`src/rtl/mont_pkg.sv`:
```
// Shared types and sizing helpers for the bit-serial Montgomery multiplier.
package mont_pkg;

  localparam int unsigned MONT_WIDTH_DEFAULT = 12;

  typedef enum logic [1:0] {
    IDLE  = 2'd0,
    CALC  = 2'd1,
    FINAL = 2'd2
  } state_e;

  // Iteration counter width; it only has to reach WIDTH-1.
  function automatic int unsigned cnt_width(input int unsigned width);
    return (width < 2) ? 1 : $clog2(width);
  endfunction

endpackage

```
`src/rtl/mont_mul_seq_step.sv`:
```
// One radix-2 Montgomery iteration: A' = (A + x_i*Y + q*M) / 2 with q chosen to make the sum even.
module mont_step
  import mont_pkg::*;
#(
  parameter int unsigned WIDTH = MONT_WIDTH_DEFAULT
) (
  input  logic [WIDTH+1:0] i_a,
  input  logic             i_x,
  input  logic [WIDTH-1:0] i_y,
  input  logic [WIDTH-1:0] i_m,
  output logic [WIDTH+1:0] o_a_next_c
);

  localparam int unsigned AW = WIDTH + 2;

  logic [AW-1:0] w_t;
  logic [AW-1:0] w_u;

  // With A < 2M the sum stays below 4M, so AW bits never overflow.
  always_comb begin
    w_t        = i_a + (i_x ? AW'(i_y) : '0);
    w_u        = w_t + (w_t[0] ? AW'(i_m) : '0);
    o_a_next_c = w_u >> 1;
  end

endmodule

```
`src/rtl/mont_mul_seq.sv`:
```
// Bit-serial Montgomery multiplier S = X*Y*2^-WIDTH mod M with start/busy/done handshake
// and illegal-operand flagging.
module mont_mul_seq
  import mont_pkg::*;
#(
  parameter int unsigned WIDTH = MONT_WIDTH_DEFAULT
) (
  input  logic             clk,
  input  logic             rst,
  input  logic             start,
  input  logic [WIDTH-1:0] X,
  input  logic [WIDTH-1:0] Y,
  input  logic [WIDTH-1:0] M,
  output logic [WIDTH-1:0] S,
  output logic             done,
  output logic             busy,
  output logic             err
);

  localparam int unsigned AW = WIDTH + 2;
  localparam int unsigned CW = cnt_width(WIDTH);
  localparam logic [CW-1:0] LAST_ITER = CW'(WIDTH - 1);

  state_e          r_state;
  state_e          w_state_nxt;

  logic [WIDTH-1:0] r_x;
  logic [WIDTH-1:0] r_y;
  logic [WIDTH-1:0] r_m;
  logic [AW-1:0]    r_a;
  logic [CW-1:0]    r_cnt;
  logic [WIDTH-1:0] r_s;
  logic             r_done;
  logic             r_busy;
  logic             r_err;

  logic [WIDTH-1:0] w_x_nxt;
  logic [WIDTH-1:0] w_y_nxt;
  logic [WIDTH-1:0] w_m_nxt;
  logic [AW-1:0]    w_a_nxt;
  logic [CW-1:0]    w_cnt_nxt;
  logic [WIDTH-1:0] w_s_nxt;
  logic             w_done_nxt;
  logic             w_busy_nxt;
  logic             w_err_nxt;

  logic             w_ops_bad;
  logic [AW-1:0]    w_a_step;
  logic [AW-1:0]    w_a_sub;
  logic             w_a_ge_m;

  mont_step #(
    .WIDTH (WIDTH)
  ) u_step (
    .i_a        (r_a),
    .i_x        (r_x[0]),
    .i_y        (r_y),
    .i_m        (r_m),
    .o_a_next_c (w_a_step)
  );

  assign w_ops_bad = ~M[0] | (X >= M) | (Y >= M);
  assign w_a_ge_m  = (r_a >= AW'(r_m));
  assign w_a_sub   = r_a - AW'(r_m);

  always_ff @(posedge clk) begin
    if (rst) begin
      r_state <= IDLE;
    end else begin
      r_state <= w_state_nxt;
    end
  end

  // Next state plus next values of every datapath and output register.
  always_comb begin
    w_state_nxt = r_state;
    w_x_nxt     = r_x;
    w_y_nxt     = r_y;
    w_m_nxt     = r_m;
    w_a_nxt     = r_a;
    w_cnt_nxt   = r_cnt;
    w_s_nxt     = r_s;
    w_err_nxt   = r_err;
    w_done_nxt  = 1'b0;

    unique case (r_state)
      IDLE: begin
        if (start) begin
          w_x_nxt = X;
          w_y_nxt = Y;
          w_m_nxt = M;
          if (w_ops_bad) begin
            w_s_nxt    = '0;
            w_err_nxt  = 1'b1;
            w_done_nxt = 1'b1;
          end else begin
            w_a_nxt     = '0;
            w_cnt_nxt   = '0;
            w_state_nxt = CALC;
          end
        end
      end
      CALC: begin
        // X is consumed LSB first by shifting the latched copy.
        w_x_nxt   = r_x >> 1;
        w_a_nxt   = w_a_step;
        w_cnt_nxt = r_cnt + CW'(1);
        if (r_cnt == LAST_ITER) begin
          w_state_nxt = FINAL;
        end
      end
      FINAL: begin
        w_s_nxt     = w_a_ge_m ? WIDTH'(w_a_sub) : WIDTH'(r_a);
        w_err_nxt   = 1'b0;
        w_done_nxt  = 1'b1;
        w_state_nxt = IDLE;
      end
      default: begin
        w_state_nxt = IDLE;
      end
    endcase

    w_busy_nxt = (w_state_nxt != IDLE);
  end

  always_ff @(posedge clk) begin
    if (rst) begin
      r_x    <= '0;
      r_y    <= '0;
      r_m    <= '0;
      r_a    <= '0;
      r_cnt  <= '0;
      r_s    <= '0;
      r_done <= 1'b0;
      r_busy <= 1'b0;
      r_err  <= 1'b0;
    end else begin
      r_x    <= w_x_nxt;
      r_y    <= w_y_nxt;
      r_m    <= w_m_nxt;
      r_a    <= w_a_nxt;
      r_cnt  <= w_cnt_nxt;
      r_s    <= w_s_nxt;
      r_done <= w_done_nxt;
      r_busy <= w_busy_nxt;
      r_err  <= w_err_nxt;
    end
  end

  assign S    = r_s;
  assign done = r_done;
  assign busy = r_busy;
  assign err  = r_err;

endmodule

```
`config.mk`:
```
export PLATFORM = sky130hd
export DESIGN_NAME = mont_mul_seq
export DESIGN_NICKNAME = d
export VERILOG_FILES = /design/src/rtl/mont_pkg.sv /design/src/rtl/mont_mul_seq_step.sv /design/src/rtl/mont_mul_seq.sv
export SDC_FILE = /design/constraint.sdc
export NUM_CORES = 1
export LEC_CHECK = 0
export ABC_CLOCK_PERIOD_IN_PS = 3980
export CAP_MARGIN = 20
export CORE_UTILIZATION = 57
export CTS_CLUSTER_SIZE = 25
export DETAILED_ROUTE_END_ITERATION = 10
export PLACE_DENSITY = 0.79
export SYNTH_ARGS = -nofsm -noshare
export SYNTH_HDL_FRONTEND = slang
export SYNTH_SLANG_ARGS = --single-unit
```
`constraint.sdc`:
```
create_clock -name clk -period 3.98 [get_ports clk]
set_clock_uncertainty 0.05 [all_clocks]
set_input_delay 0.796 -clock clk [delete_from_list [all_inputs] [get_ports clk]]
set_output_delay 0.796 -clock clk [all_outputs]
set_load 0.005 [all_outputs]
```
## Word-level counts from Yosys, hierarchy flattened

Index checks and enable logic that the tools add are counted.
W data, S select, Z words.

- Add/sub/neg operators: 4
- Magnitude comparators: 3
- Eq/ne operators: 6
- Muxes and demuxes: 24
- Bitwise gates (word level): 3
- Reductions and logical operators: 8

Operators by type and width:

| kind | number |
|---|---|
| $mux W12 | 6 |
| $pmux W12 S2 | 2 |
| $mux W14 | 2 |
| $pmux W14 S2 | 1 |
| $ge A12 B12 Y1 | 2 |
| $add A14 B12 Y14 | 1 |
| $add A14 B14 Y14 | 1 |
| $ge A14 B12 Y1 | 1 |
| $sub A12 B12 Y12 | 1 |
| $mux W4 | 2 |
| $pmux W4 S2 | 1 |
| $mux W2 | 3 |
| $ne A2 B2 Y1 const B | 3 |
| $reduce_and A3 Y1 | 2 |
| $reduce_bool A2 Y1 | 3 |
| $add A4 B1 Y4 const B | 1 |
| $eq A4 B4 Y1 const B | 1 |
| $mux W1 | 4 |
| $pmux W1 S2 | 2 |
| $pmux W2 S2 | 1 |
| $reduce_and A2 Y1 | 2 |
| $eq A2 B1 Y1 const B | 1 |
| $eq A2 B2 Y1 const B | 1 |
| $logic_not A2 Y1 | 1 |
| other kinds (2) | 3 |

- Bits in registers: 71
- Input port bits: 39
- Output and inout port bits: 15

## Longest topological paths before layout

- Word-level depth: 7
- Gate-level depth with buffers: 19

## Hierarchy

From an unflattened synthesis, not the netlist that was laid out.

- Cell total of the unflattened synthesis: 641
- Area, all modules: 5,317.6 µm²

By module, submodules not included:

| module | instances | cells each | area an instance (µm²) | sequential area each (µm²) |
|---|---|---|---|---|
| mont_mul_seq | 1 | 484 | 4,086.4 | 1,421.4 |
| mont_step | 1 | 157 | 1,231.2 | 0.0 |

## Worst setup path after synthesis

Ideal clock, no wire load.

- Kind: register to register
- From: reg r_x[0]
- To: reg r_a[10]
- Arrival: 3.295 ns
- Required time: 3.800 ns
- Slack: 0.505 ns
- Cell stages (with the launch flop): 19
- Path buffers: 1
- Clock period less this slack: 3.475 ns
- Path through: dfxtp_1 clkbuf_1 nand2_1 inv_1 ha_1 a211o_1 a21oi_1 inv_1 a21oi_1 xnor2_1 ha_1 a21oi_1 nand2_1 a41o_1 o41a_1 a21o_1 a21oi_1 xor2_1 o32ai_1

- Cells in the longest elaborated chain, start to end: 5

RTL lines:

| item | RTL line | text |
|---|---|---|
| start: declaration | mont_mul_seq.sv:27 | `logic [WIDTH-1:0] r_x;` |
| start signal: assignment | mont_mul_seq.sv:138 | `r_x <= w_x_nxt;` |
| $mux W12 * | mont_mul_seq_step.sv:21 | `w_t = i_a + (i_x ? AW'(i_y) : '0);` |
| $add A14 B12 Y14 * | mont_mul_seq_step.sv:21 |  |
| $mux W12 | mont_mul_seq_step.sv:22 | `w_u = w_t + (w_t[0] ? AW'(i_m) : '0);` |
| $add A14 B14 Y14 * | mont_mul_seq_step.sv:22 |  |
| $pmux W14 S2 * | mont_mul_seq.sv:86 | `unique case (r_state)` |
| end signal: assignment | mont_mul_seq.sv:141 | `r_a <= w_a_nxt;` |
| end: declaration | mont_mul_seq.sv:30 | `logic [AW-1:0] r_a;` |

Every way passes the cells marked *; elsewhere a longest branch is shown, timed or not.
A chain may end at the register's enable or synchronous reset.

## Worst setup path after layout

Ends and elaborated chain as after synthesis.

==> impl_metrics.ini <==
[place]
place_ws_ns = 0.255
routabilityCongestion = 0.920
dp_hpwl_mm = 8.78
dp_cells = 738
portBuffers = 53

[route]
routed_via_density = 5.82
drc = 0
dr.first_iter.drc_count = 151
wire_per_inst_um = 14.8
ant_nets = 0
dr_total_vias = 4389
drt-total-wl_mm = 11.2
firstDrtPassIters = 4

[critical_path]
r2r-end = r_a[10]
end_kind = flop
crit_fanout = 13
cpMostUsedCell = a21oi_1
worst-r2r-setup-slack_ns = 0.33
required_ns = 4.14
critPathKind = reg2reg
ff2ff_path_depth = 17
rr_startpoint = r_x[0]
cpPeakStageDelay_ns = 0.42
path_cells = nand2_1 > inv_1 > ha_1 > a211o_1 > a21oi_1 > inv_1 > a21oi_1 > xnor2_1 > ha_1 > a21oi_1 > nand2_1 > a41o_1 > o41a_1 > a21o_1 > a21oi_1 > xor2_1 > o32ai_1
start_kind = flop
crit_slowest_cell = dfxtp_2
worst_ep_arrival_time_ns = 3.82

[floorplanning]
die_w_um = 94.2
die_area_mm2 = 0.00887
rows = 33
initial_utilization = 0.590
core-area_mm2 = 0.00822
ios = 54
die_h_um = 94.2

[final_layout]
nFillCells = 685
area_growth_pct = 16.9
seq_area_mm2 = 0.00140
finalNonFillerCells = 754
multi_input_area_mm2 = 0.00320
diodes = 0
drive_gt1_frac = 0.0431
nets = 747

[cts]
cts_tree = yes
cts_buffer_depth = 2
cts_sinks = 70
path_clk_slew_ns = 0.07
cts-root-buf = clkbuf_8
hold_buffers = 0
numCtsBuffers = 9
cts_setup_buffers = 0
cts.htree.levels = 3
clk_latency_ns = 0.35

[power_and_ir_drop]
ir_worst_vdd_v = 0.000178
p_leak_uw = 0.00250
powerDensity_mw_per_mm2 = 304

[timing]
worst_slack_ns = 0.329
tightest_slew_ns = 0.833
finalCriticalPeriod_ns = 3.65
period_share = 0.917
slew_headroom = 0.442
maxSlewViolCount = 0
grt_setup_unrepaired = no
setup_tns_ns = 0
hold_viol_final = 0
fmax_ghz = 0.274
fin_hold_ws_ns = 0.406
setup_violations = 0

[min_path]
min_to = r_y[0]
hold_depth = 2
hold_path.class = reg2reg
hp-start = r_y[0]

[synth]
synthCells = 598
syn-num-nets = 701
synth_edf_count = 0
yosysWarnings = 0
synth.yosys.seq_area_share = 0.289
ys_seq_elements = 70
postSynthAreaPerCell_um2 = 8.10
yosys_most_used_dff = dfxtp_1
ys_types = 50
synthArstFlopShare = 0
syn_area_mm2 = 0.00485

[global_route]
grt-ovfl-total = 0
grt_pass1_vias = 4169
grtUsageTotal = 0.271
grt_max_degree = 57
antenna_found_initial = 0
grt_pass1_wl_mm = 18.9

[outcome]
status = finished clean

[job]
maxCapViolCount = 0
[power breakdown]
part,internal (uW),switching [uW]
registers,729,19.8
logic,154,179
clock network,371,267
total,1250,466
[cell families after synthesis]
kind of cell	Yosys count	share of synthesized area
simple gates	190	0.184
compound gates	172	0.234
flops	70	0.289
buf+inv	64	0.0516
fa+ha+maj	64	0.170
xor+xnor	27	0.0488
mux	11	0.0227
[synthesized netlist by cell type, types with 5 or more instances]
cell,count,area share
nand3_1,12,0.012
nand2_1,81,0.063
inv_1,41,0.032
o21ai_0,14,0.014
nand4_1,7,0.0090
clkbuf_1,17,0.013
nand2b_1,8,0.010
mux2i_1,11,0.023
a211oi_1,5,0.0077
dfxtp_1,70,0.29
nor3_1,8,0.0083
a22oi_1,18,0.028
o2bb2ai_1,10,0.018
ha_1,61,0.16
nand3b_1,5,0.0077
a21o_1,15,0.023
a21oi_1,65,0.067
xnor2_1,15,0.027
xor2_1,12,0.022
o21a_1,14,0.022
nor2_1,31,0.024
and2_1,23,0.030
[sequential cells by signal, summed over array words and instances, names as in the netlist]
| register | flops |
|---|---|
| r_y | 12 |
| done | 1 |
| r_cnt | 4 |
| r_m | 12 |
| S | 12 |
| err | 1 |
| r_a | 13 |
| r_x | 12 |
| busy | 1 |
| r_state | 2 |
[routing by layer]
| layer | global-route usage | vias to the layer above | share of wire | wire length [um] |
|---|---|---|---|---|
| met5 | 0 | - | 0 | 0 |
| met4 | 0.0936 | 0 | 0.021 | 229 |
| met2 | 0.449 | 139 | 0.47 | 5260 |
| li1 | - | 2211 | - | - |
| met3 | 0.0526 | 21 | 0.052 | 575 |
| met1 | 0.347 | 2018 | 0.46 | 5080 |
[worst max path at each step]
stage            from  endpoint  slack (ns)  cells past startpoint
6_report       r_x[0]   r_a[10]        0.33                     17
3_5_place_dp   r_x[0]   r_a[10]        0.26                     17
4_1_cts        r_x[0]   r_a[10]        0.23                     17
5_1_grt        r_x[0]   r_a[12]        0.11                     17
2_1_floorplan  r_x[0]   r_a[10]        0.51                     18
3_3_place_gp   r_x[0]   r_a[10]        0.36                     17
[per-stage QoR]
stage                     total power (uW)  utilization  area [um2]
after floorplan                        987            -        4850
after global placement                1080        0.663        5450
after detailed placement              1090        0.663        5450
after CTS                             1720        0.689        5660
after global routing                  1800        0.689        5660
final                                 1720        0.689        5660
[what timing repair did]
action                                  CTS  global route
hold endpoints to repair                  0             0
resized for setup                         0             1
endpoints found under the setup margin    0             2
[layout make-up]
| type | count | share of cell area |
|---|---|---|
| inverter | 41 | 0.0272 |
| sequential | 70 | 0.248 |
| tap | 105 | 0.0232 |
| multi-input combinational | 464 | 0.564 |
| clock buffer | 13 | 0.0263 |
| timing repair buffer | 58 | 0.0994 |
| clock inverter | 3 | 0.0119 |
[placed cells by master, fill, tap and decap left out, types with 4 or more instances in the layout]
master,count
nand3_1,12
a211oi_1,5
a22oi_1,18
o21a_1,14
inv_1,41
buf_4,5
and2_1,23
o2bb2ai_1,10
o21ai_0,14
xnor2_1,15
xor2_1,12
a21o_1,15
mux2i_1,11
nor2_1,30
o21bai_1,4
or3_1,4
clkdlybuf4s50_1,52
nand3b_1,5
a21oi_1,65
nor3_1,8
nand2_1,81
nand4_1,7
clkbuf_8,10
dfxtp_1,69
nand2b_1,8
nor2b_1,4
ha_1,61
[worst max-delay path, delay by kind of cell, from the launching register on]
kind / cells / cell delay (ns)
compound gates: 9 / 1.87
fa+ha+maj: 2 / 0.54
flops: 1 / 0.42
xor+xnor: 2 / 0.31
simple gates: 2 / 0.18
buf+inv: 2 / 0.14
(Power assumes the default switching activity.)
